--- config.mk ---
export PLATFORM = sky130hd
export DESIGN_NAME = masked_and_dom_pipe
export DESIGN_NICKNAME = d
export VERILOG_FILES = /design/src/rtl/masked_and_dom_pipe.sv
export SDC_FILE = /design/constraint.sdc
export NUM_CORES = 1
export LEC_CHECK = 0
export BUFFER_PORTS_ARGS = -buffer_cell sky130_fd_sc_hd__buf_2
export CAP_MARGIN = 20
export CORE_UTILIZATION = 30
export DETAILED_ROUTE_END_ITERATION = 12
export GPL_TIMING_DRIVEN = 0
export PLACE_DENSITY = 0.5
export SYNTH_ARGS = -nofsm -noshare
export SYNTH_HDL_FRONTEND = slang
export SYNTH_SLANG_ARGS = --single-unit
--- constraint.sdc ---
create_clock -name clk_i -period 2.17 [get_ports clk_i]
set_input_delay 0 -clock clk_i [delete_from_list [all_inputs] [get_ports clk_i]]
set_output_delay 0 -clock clk_i [all_outputs]
set_load 0.005 [all_outputs]
--- src/rtl/masked_and_dom_pipe.sv ---
`default_nettype none
// ============================================================================
// Module   : masked_and_dom_pipe
// Function : DOM-indep masked AND gadget with valid/ready flow control.
//            Optional macro MASKED_AND_OUT_REG_EN adds a registered output stage.
// Revision : 1.0 - initial release
// ============================================================================
module masked_and_dom_pipe #(
  parameter int NUM_SHARES    = 3,
  parameter int WIDTH         = 8,
  parameter int NUM_QUADRATIC = NUM_SHARES * (NUM_SHARES - 1) / 2
) (
  input  logic                           clk_i,
  input  logic                           rst_ni,
  input  logic                           in_valid_i,
  output logic                           in_ready_o,
  input  logic [NUM_SHARES*WIDTH-1:0]    a_i,
  input  logic [NUM_SHARES*WIDTH-1:0]    b_i,
  input  logic [NUM_QUADRATIC*WIDTH-1:0] r_i,
  output logic                           out_valid_o,
  input  logic                           out_ready_i,
  output logic [NUM_SHARES*WIDTH-1:0]    q_o
);

  localparam int C_NUM_CROSS = NUM_SHARES * (NUM_SHARES - 1);

  // Row-major index of the unordered pair {i,j}; symmetric in its arguments.
  function automatic int qindex(input int i, input int j);
    int lo;
    int hi;
    lo = (i < j) ? i : j;
    hi = (i < j) ? j : i;
    return lo * NUM_SHARES - lo * (lo + 1) / 2 + (hi - lo - 1);
  endfunction

  // Dense index of the ordered pair (i,j), i != j; the diagonal maps to 0 unused.
  function automatic int cindex(input int i, input int j);
    int col;
    if (j < i)      col = j;
    else if (j > i) col = j - 1;
    else            col = 0;
    return i * (NUM_SHARES - 1) + col;
  endfunction

  logic                          w_accept;
  logic                          r_v1;
  logic [NUM_SHARES*WIDTH-1:0]   w_inner;
  logic [C_NUM_CROSS*WIDTH-1:0]  w_cross;
  logic [NUM_SHARES*WIDTH-1:0]   r_inner;
  logic [C_NUM_CROSS*WIDTH-1:0]  r_cross;
  logic [NUM_SHARES*WIDTH-1:0]   w_q;

  assign w_accept = in_valid_i & in_ready_o;

  generate
    for (genvar i = 0; i < NUM_SHARES; i++) begin : g_row
      assign w_inner[i*WIDTH +: WIDTH] = a_i[i*WIDTH +: WIDTH] & b_i[i*WIDTH +: WIDTH];
      for (genvar j = 0; j < NUM_SHARES; j++) begin : g_col
        if (i != j) begin : g_cross
          assign w_cross[cindex(i, j)*WIDTH +: WIDTH] =
            (a_i[i*WIDTH +: WIDTH] & b_i[j*WIDTH +: WIDTH]) ^ r_i[qindex(i, j)*WIDTH +: WIDTH];
        end
      end
    end
  endgenerate

  // Stage-1 registers only move on accept, so randomness is spent once per transfer.
  always_ff @(posedge clk_i or negedge rst_ni) begin
    if (!rst_ni) begin
      r_inner <= '0;
      r_cross <= '0;
    end else if (w_accept) begin
      r_inner <= w_inner;
      r_cross <= w_cross;
    end
  end

  // Compression reads registered terms only, so no share domain meets unmasked.
  generate
    for (genvar k = 0; k < NUM_SHARES; k++) begin : g_comp
      logic [WIDTH-1:0] w_acc;
      always_comb begin
        w_acc = r_inner[k*WIDTH +: WIDTH];
        for (int j = 0; j < NUM_SHARES; j++) begin
          if (j != k) begin
            w_acc = w_acc ^ r_cross[cindex(k, j)*WIDTH +: WIDTH];
          end
        end
      end
      assign w_q[k*WIDTH +: WIDTH] = w_acc;
    end
  endgenerate

`ifdef MASKED_AND_OUT_REG_EN
  logic                        r_v2;
  logic [NUM_SHARES*WIDTH-1:0] r_q;
  logic                        w_s2_load;

  assign w_s2_load  = r_v1 & (~r_v2 | out_ready_i);
  assign in_ready_o = ~r_v1 | ~r_v2 | out_ready_i;

  always_ff @(posedge clk_i or negedge rst_ni) begin
    if (!rst_ni) begin
      r_v1 <= 1'b0;
      r_v2 <= 1'b0;
      r_q  <= '0;
    end else begin
      r_v1 <= w_accept | (r_v1 & ~w_s2_load);
      r_v2 <= w_s2_load | (r_v2 & ~out_ready_i);
      if (w_s2_load) begin
        r_q <= w_q;
      end
    end
  end

  assign out_valid_o = r_v2;
  assign q_o         = r_q;
`else
  assign in_ready_o = ~r_v1 | out_ready_i;

  always_ff @(posedge clk_i or negedge rst_ni) begin
    if (!rst_ni) begin
      r_v1 <= 1'b0;
    end else begin
      r_v1 <= w_accept | (r_v1 & ~out_ready_i);
    end
  end

  assign out_valid_o = r_v1;
  assign q_o         = w_q;
`endif

endmodule
`default_nettype wire
* Word-level counts from Yosys, hierarchy flattened
Cells that the tools add are included.
W data, S select, Z words.
** Operators by class
- Add/subtract/negate cells :: 0
- Multipliers :: 0
- Div/mod/pow operators :: 0
- Order comparisons :: 0
- Eq/ne operators :: 0
- Shift operators :: 0
- Multiplexer cells :: 0
- Bitwise logic cells :: 27
- Reduce and logical (&&, ||, !) cells :: 0
** Operators by type and width (number)
- $xor A8 B8 Y8 :: 12
- $and A8 B8 Y8 :: 9
- $and A1 B1 Y1 :: 2
- $not A1 Y1 :: 2
- $or A1 B1 Y1 :: 2
** Word-level totals
- Register bits :: 73
- Latch bits :: 0
- Memory bits (writable) :: 0
- Memory bits (read-only) :: 0
- Input port bits :: 76
- Output and inout port bits :: 26
- Word-level logic and storage cells :: 30
- Memories kept :: 0

* Depth between registers and ports, before layout
- Depth after elaboration :: 4
- Mapped depth :: 5
- Mapped depth without buffers :: 3

* Least setup slack after synthesis
Ideal clock, no wire load.
- Path type :: flip-flop to flip-flop
- Start :: reg r_v1 (netlist: out_valid_o)
- End :: reg r_cross[0]
- Library setup time :: 0.128 ns
- Arrival :: 0.978 ns
- Required time :: 2.042 ns
- Setup slack :: 1.064 ns
- Cell stages (with the launch flop) :: 6
- Buffers on the path :: 2
- Period minus slack after synthesis :: 1.106 ns
- Cell sequence :: dfrtp_1 -> nand2b_4 -> and2_4 -> buf_6 -> buf_8 -> a21oi_4
** On the way
- Longest elaborated chain between the ends :: 3
** RTL lines
- start, declared :: RTL line 46 : logic r_v1;
- start signal, assigned :: RTL line 125 : r_v1 <= w_accept | (r_v1 & ~out_ready_i);
- $not A1 Y1 :: RTL line 119 : assign in_ready_o = ~r_v1 | out_ready_i;
- $or A1 B1 Y1 :: RTL line 119
- $and A1 B1 Y1 :: RTL line 53 : assign w_accept = in_valid_i & in_ready_o;
- end signal, assigned :: RTL line 74 : r_cross <= w_cross;
- end, declared :: RTL line 50 : logic [C_NUM_CROSS*WIDTH-1:0] r_cross;
No other way between the ends.
A chain may end at the register's enable or synchronous reset.

* Final worst setup path
- Start :: reg r_v1 (netlist: out_valid_o)
- End :: reg r_inner[16]
** On the way
- Longest elaborated chain between the ends :: 3
** RTL lines
- $not A1 Y1 :: RTL line 119
- $or A1 B1 Y1 :: RTL line 119
- $and A1 B1 Y1 :: RTL line 53
- end signal, assigned :: RTL line 73 : r_inner <= w_inner;
- end, declared :: RTL line 49 : logic [NUM_SHARES*WIDTH-1:0] r_inner;
No other way between the ends.

==> results.tsv <==
stage	metric	value	unit
run_status	outcome	finished, final reports clean	
logic_synthesis	Ys Warns	0	
global_routing	initial antenna violation count	0	
sta	Slew @ Worst Pin	0.872	ns
routing	drt first pass iters	4	
cts	CTS tree	yes	
global_routing	Tot GR Track Use	18.9	%
power	Power Internal	3.15	mW
routing	Avg WL per Cell	16.8	um
logic_synthesis	Post-Syn Nets	488	
floorplanning	Chip Width	119	um
final_layout	layout cells sized above 1	31.0	%
logic_synthesis	#FFs+latches synth	73	
sta	Hold Vio Cnt, Final	0	
sta	setup TNS	0	ns
floorplanning	Die Y	119	um
routing	initial drt markers	105	
sta	RSZ-0062 raised after global routing	false	
final_layout	ant diodes	0	
sta	clock skew	0.00244	ns
worst_setup_path	launching point of the worst reg2reg path	out_valid_o$_DFF_PN0_	
placement	post-placement setup slack	0.763	ns
logic_synthesis	post-synthesis cell type count	20	
sta	Max Transition Viols Final	0	
worst_setup_path	CP Max Fanout	10	
sta	minimum clock period	1.88	ns
final_layout	Syn-to-layout area delta	38.4	%
logic_synthesis	syn_area_per_cell	9.96	um2
global_routing	grt ovf	0	
run	Max-Cap Viols	0	
power	PD cells	794	mW/mm2
power	leak pwr	2.39	nW
sta	period utilisation layout	86.5	%
cts	H-tree levels	3	
sta	Rel. slew slack	41.9	%
final_layout	Total Nets Final	652	
floorplanning	core area	0.0133	mm2
worst_setup_path	critical path capture point type	flip-flop	
worst_setup_path	Setup crit start kind	flip-flop	
cts	Clock Pin Slew Worst Setup and Hold Paths	0.06	ns
sta	Setup-failing EPs final	0	
global_routing	vias in the first global route	3680	
power	switch share	30.1	%
placement	Final HPWL DP	8790	um
worst_setup_path	CP startpoint	out_valid_o$_DFF_PN0_	
worst_setup_path	Worst EP required	2.44	ns
logic_synthesis	Synth Instances	412	
worst_setup_path	arrival time of the worst setup path	2.14	ns
cts	worst skew pair latency	0.34	ns
hold_path	min-delay src	r_i[18]	
power	Net Switching	1.36	mW
placement	buffers added on ports	101	
floorplanning	initial core utilization	30.9	%
placement	Final GP Congestion	0.763	
routing	Via-to-Cell Ratio	4.58	
power	sequential share of power	37.7	%
worst_setup_path	Setup Crit Path Kind	reg -> reg	
cts	cts bufs inserted	9	
global_routing	largest net degree at the start of global routing	47	
cts	CTS Root Cell	clkbuf_16	
power	VDD IR max	0.427	mV
routing	Routed WL	12700	um
logic_synthesis	sequential-to-total area share from yosys stat	44.5	%
floorplanning	die area	0.0141	mm2
power	power share of the clock group	33.8	%
routing	routed via count	3465	
cts	clk sinks	73	
floorplanning	# rows	42	
worst_setup_path	register-to-register setup slack	0.29	ns
hold_path	HP Class	in -> reg	
cts	Resize count post-CTS	0	
power	Comb power frac	28.5	%
routing	DRT antenna net count	0	
final_layout	# fillers	1327	
sta	post-route worst setup slack	0.293	ns
routing	DRC	0	
global_routing	first-pass GRT wire length	20000	um
power	total power	4.51	mW
cts	CTS Buffer Depth	2	
logic_synthesis	Syn Std Cell Area	0.00410	mm2
sta	f_max	533	MHz
floorplanning	number of I/O pins	102	
[stage by stage]
| stage | instance area [um2] | util, % | std cells | hold slack [ns] |
|---|---|---|---|---|
| global route | 5680 | 42.7 | 757 | 0.00552 |
| CTS | 5680 | 42.7 | 757 | 0.000985 |
| finish | 5680 | 42.7 | 757 | 0.00244 |
| global placement | 4830 | 36.3 | 689 | 0.275 |
| detailed placement | 4860 | 36.5 | 690 | -0.0352 |
| floorplan | 4100 | - | 412 | -0.296 |
[state kept, by name, summed over array words and instances (netlist names)]
signal and cells:
r_inner 24, r_cross 48, out_valid_o 1
[worst paths after layout]
| kind | to | cells after the start |
|---|---|---|
| worst max-delay path | r_inner[16]$_DFFE_PN0P_ | 6 |
| worst min-delay path | r_cross[26]$_DFFE_PN0P_ | 3 |
| worst max register to register | r_inner[16]$_DFFE_PN0P_ | 6 |
| worst min register to register | r_cross[6]$_DFFE_PN0P_ | 2 |
| max in group asynchronous | r_cross[2]$_DFFE_PN0P_ | 3 |
| min in group asynchronous | r_cross[39]$_DFFE_PN0P_ | 2 |
[synthesized netlist by cell type (all sizes together)]
| cell | number | area (um2) |
|---|---|---|
| buf | 22 | 168 |
| nand2 | 48 | 180 |
| nand4 | 24 | 150 |
| nand2b | 2 | 20.0 |
| xnor2 | 48 | 420 |
| inv | 24 | 90.1 |
| clkbuf | 2 | 7.51 |
| dfrtp | 73 | 1830 |
| xor2 | 48 | 420 |
| a21oi | 96 | 608 |
| o21ai | 24 | 203 |
| and2 | 1 | 8.76 |
[timing repair]
item	4_1_cts	5_1_grt
hold buffers	51	0
buffers inserted	0	0
hold endpoints to repair	100	0
[power groups by stage]
stage               registers [mW]  clock network (mW)  logic (mW)
floorplan                     1.69                   0       0.737
global placement              1.71                   0        1.22
detailed placement            1.72                   0        1.24
CTS                           1.70                1.55        1.31
global route                  1.72                1.60        1.42
finish                        1.70                1.52        1.28
[critical path, cell delays in order, from the launching register on]
cell and delay, ns:
dfrtp_1 0.40, nand2b_4 0.08, buf_4 0.15, buf_2 0.34
nand4_1 0.14, dlygate4sd3_1 0.62, o21ai_2 0.06
[final cells by class]
class	instances	area, um2	area share, %
plain buffers	24	175	3.09
clock buffers	12	256	4.52
clock inverters	4	51.3	0.904
inverters	24	90.1	1.59
multi-input cells	291	2010	35.4
flip-flops and latches	73	1830	32.2
well taps	176	220	3.88
repair buffers	153	1050	18.4
[kinds of logic after synthesis]
| family | Yosys count | synth area share, % |
|---|---|---|
| AOI/OAI and AO/OA | 120 | 19.8 |
| xor gates and xnor gates | 96 | 20.5 |
| and+or+nand+nor | 75 | 8.75 |
| DFF | 73 | 44.5 |
| buffers and inverters | 48 | 6.47 |
[layout by cell type (no fill, tap or decap), drive strengths merged, types with 14 or more instances in the layout]
master | Yosys | routed
nand4 | 24 | 24
xnor2 | 48 | 48
dfrtp | 73 | 73
inv | 24 | 24
o21ai | 24 | 24
a21oi | 96 | 96
xor2 | 48 | 48
dlygate4sd3 | 0 | 51
buf | 22 | 124
nand2 | 48 | 48
clkbuf | 2 | 14
[metal layers]
layer / part of all wire [%] / GRT usage, % / wire length [um]
met1: 45 / 23.8 / 5690
met2: 51 / 33.4 / 6460
met3: 3.2 / 2.20 / 401
met4: 1.3 / 6.72 / 171
met5: 0 / 0 / 0
No activity file was read; power rests on OpenSTA's default activity.
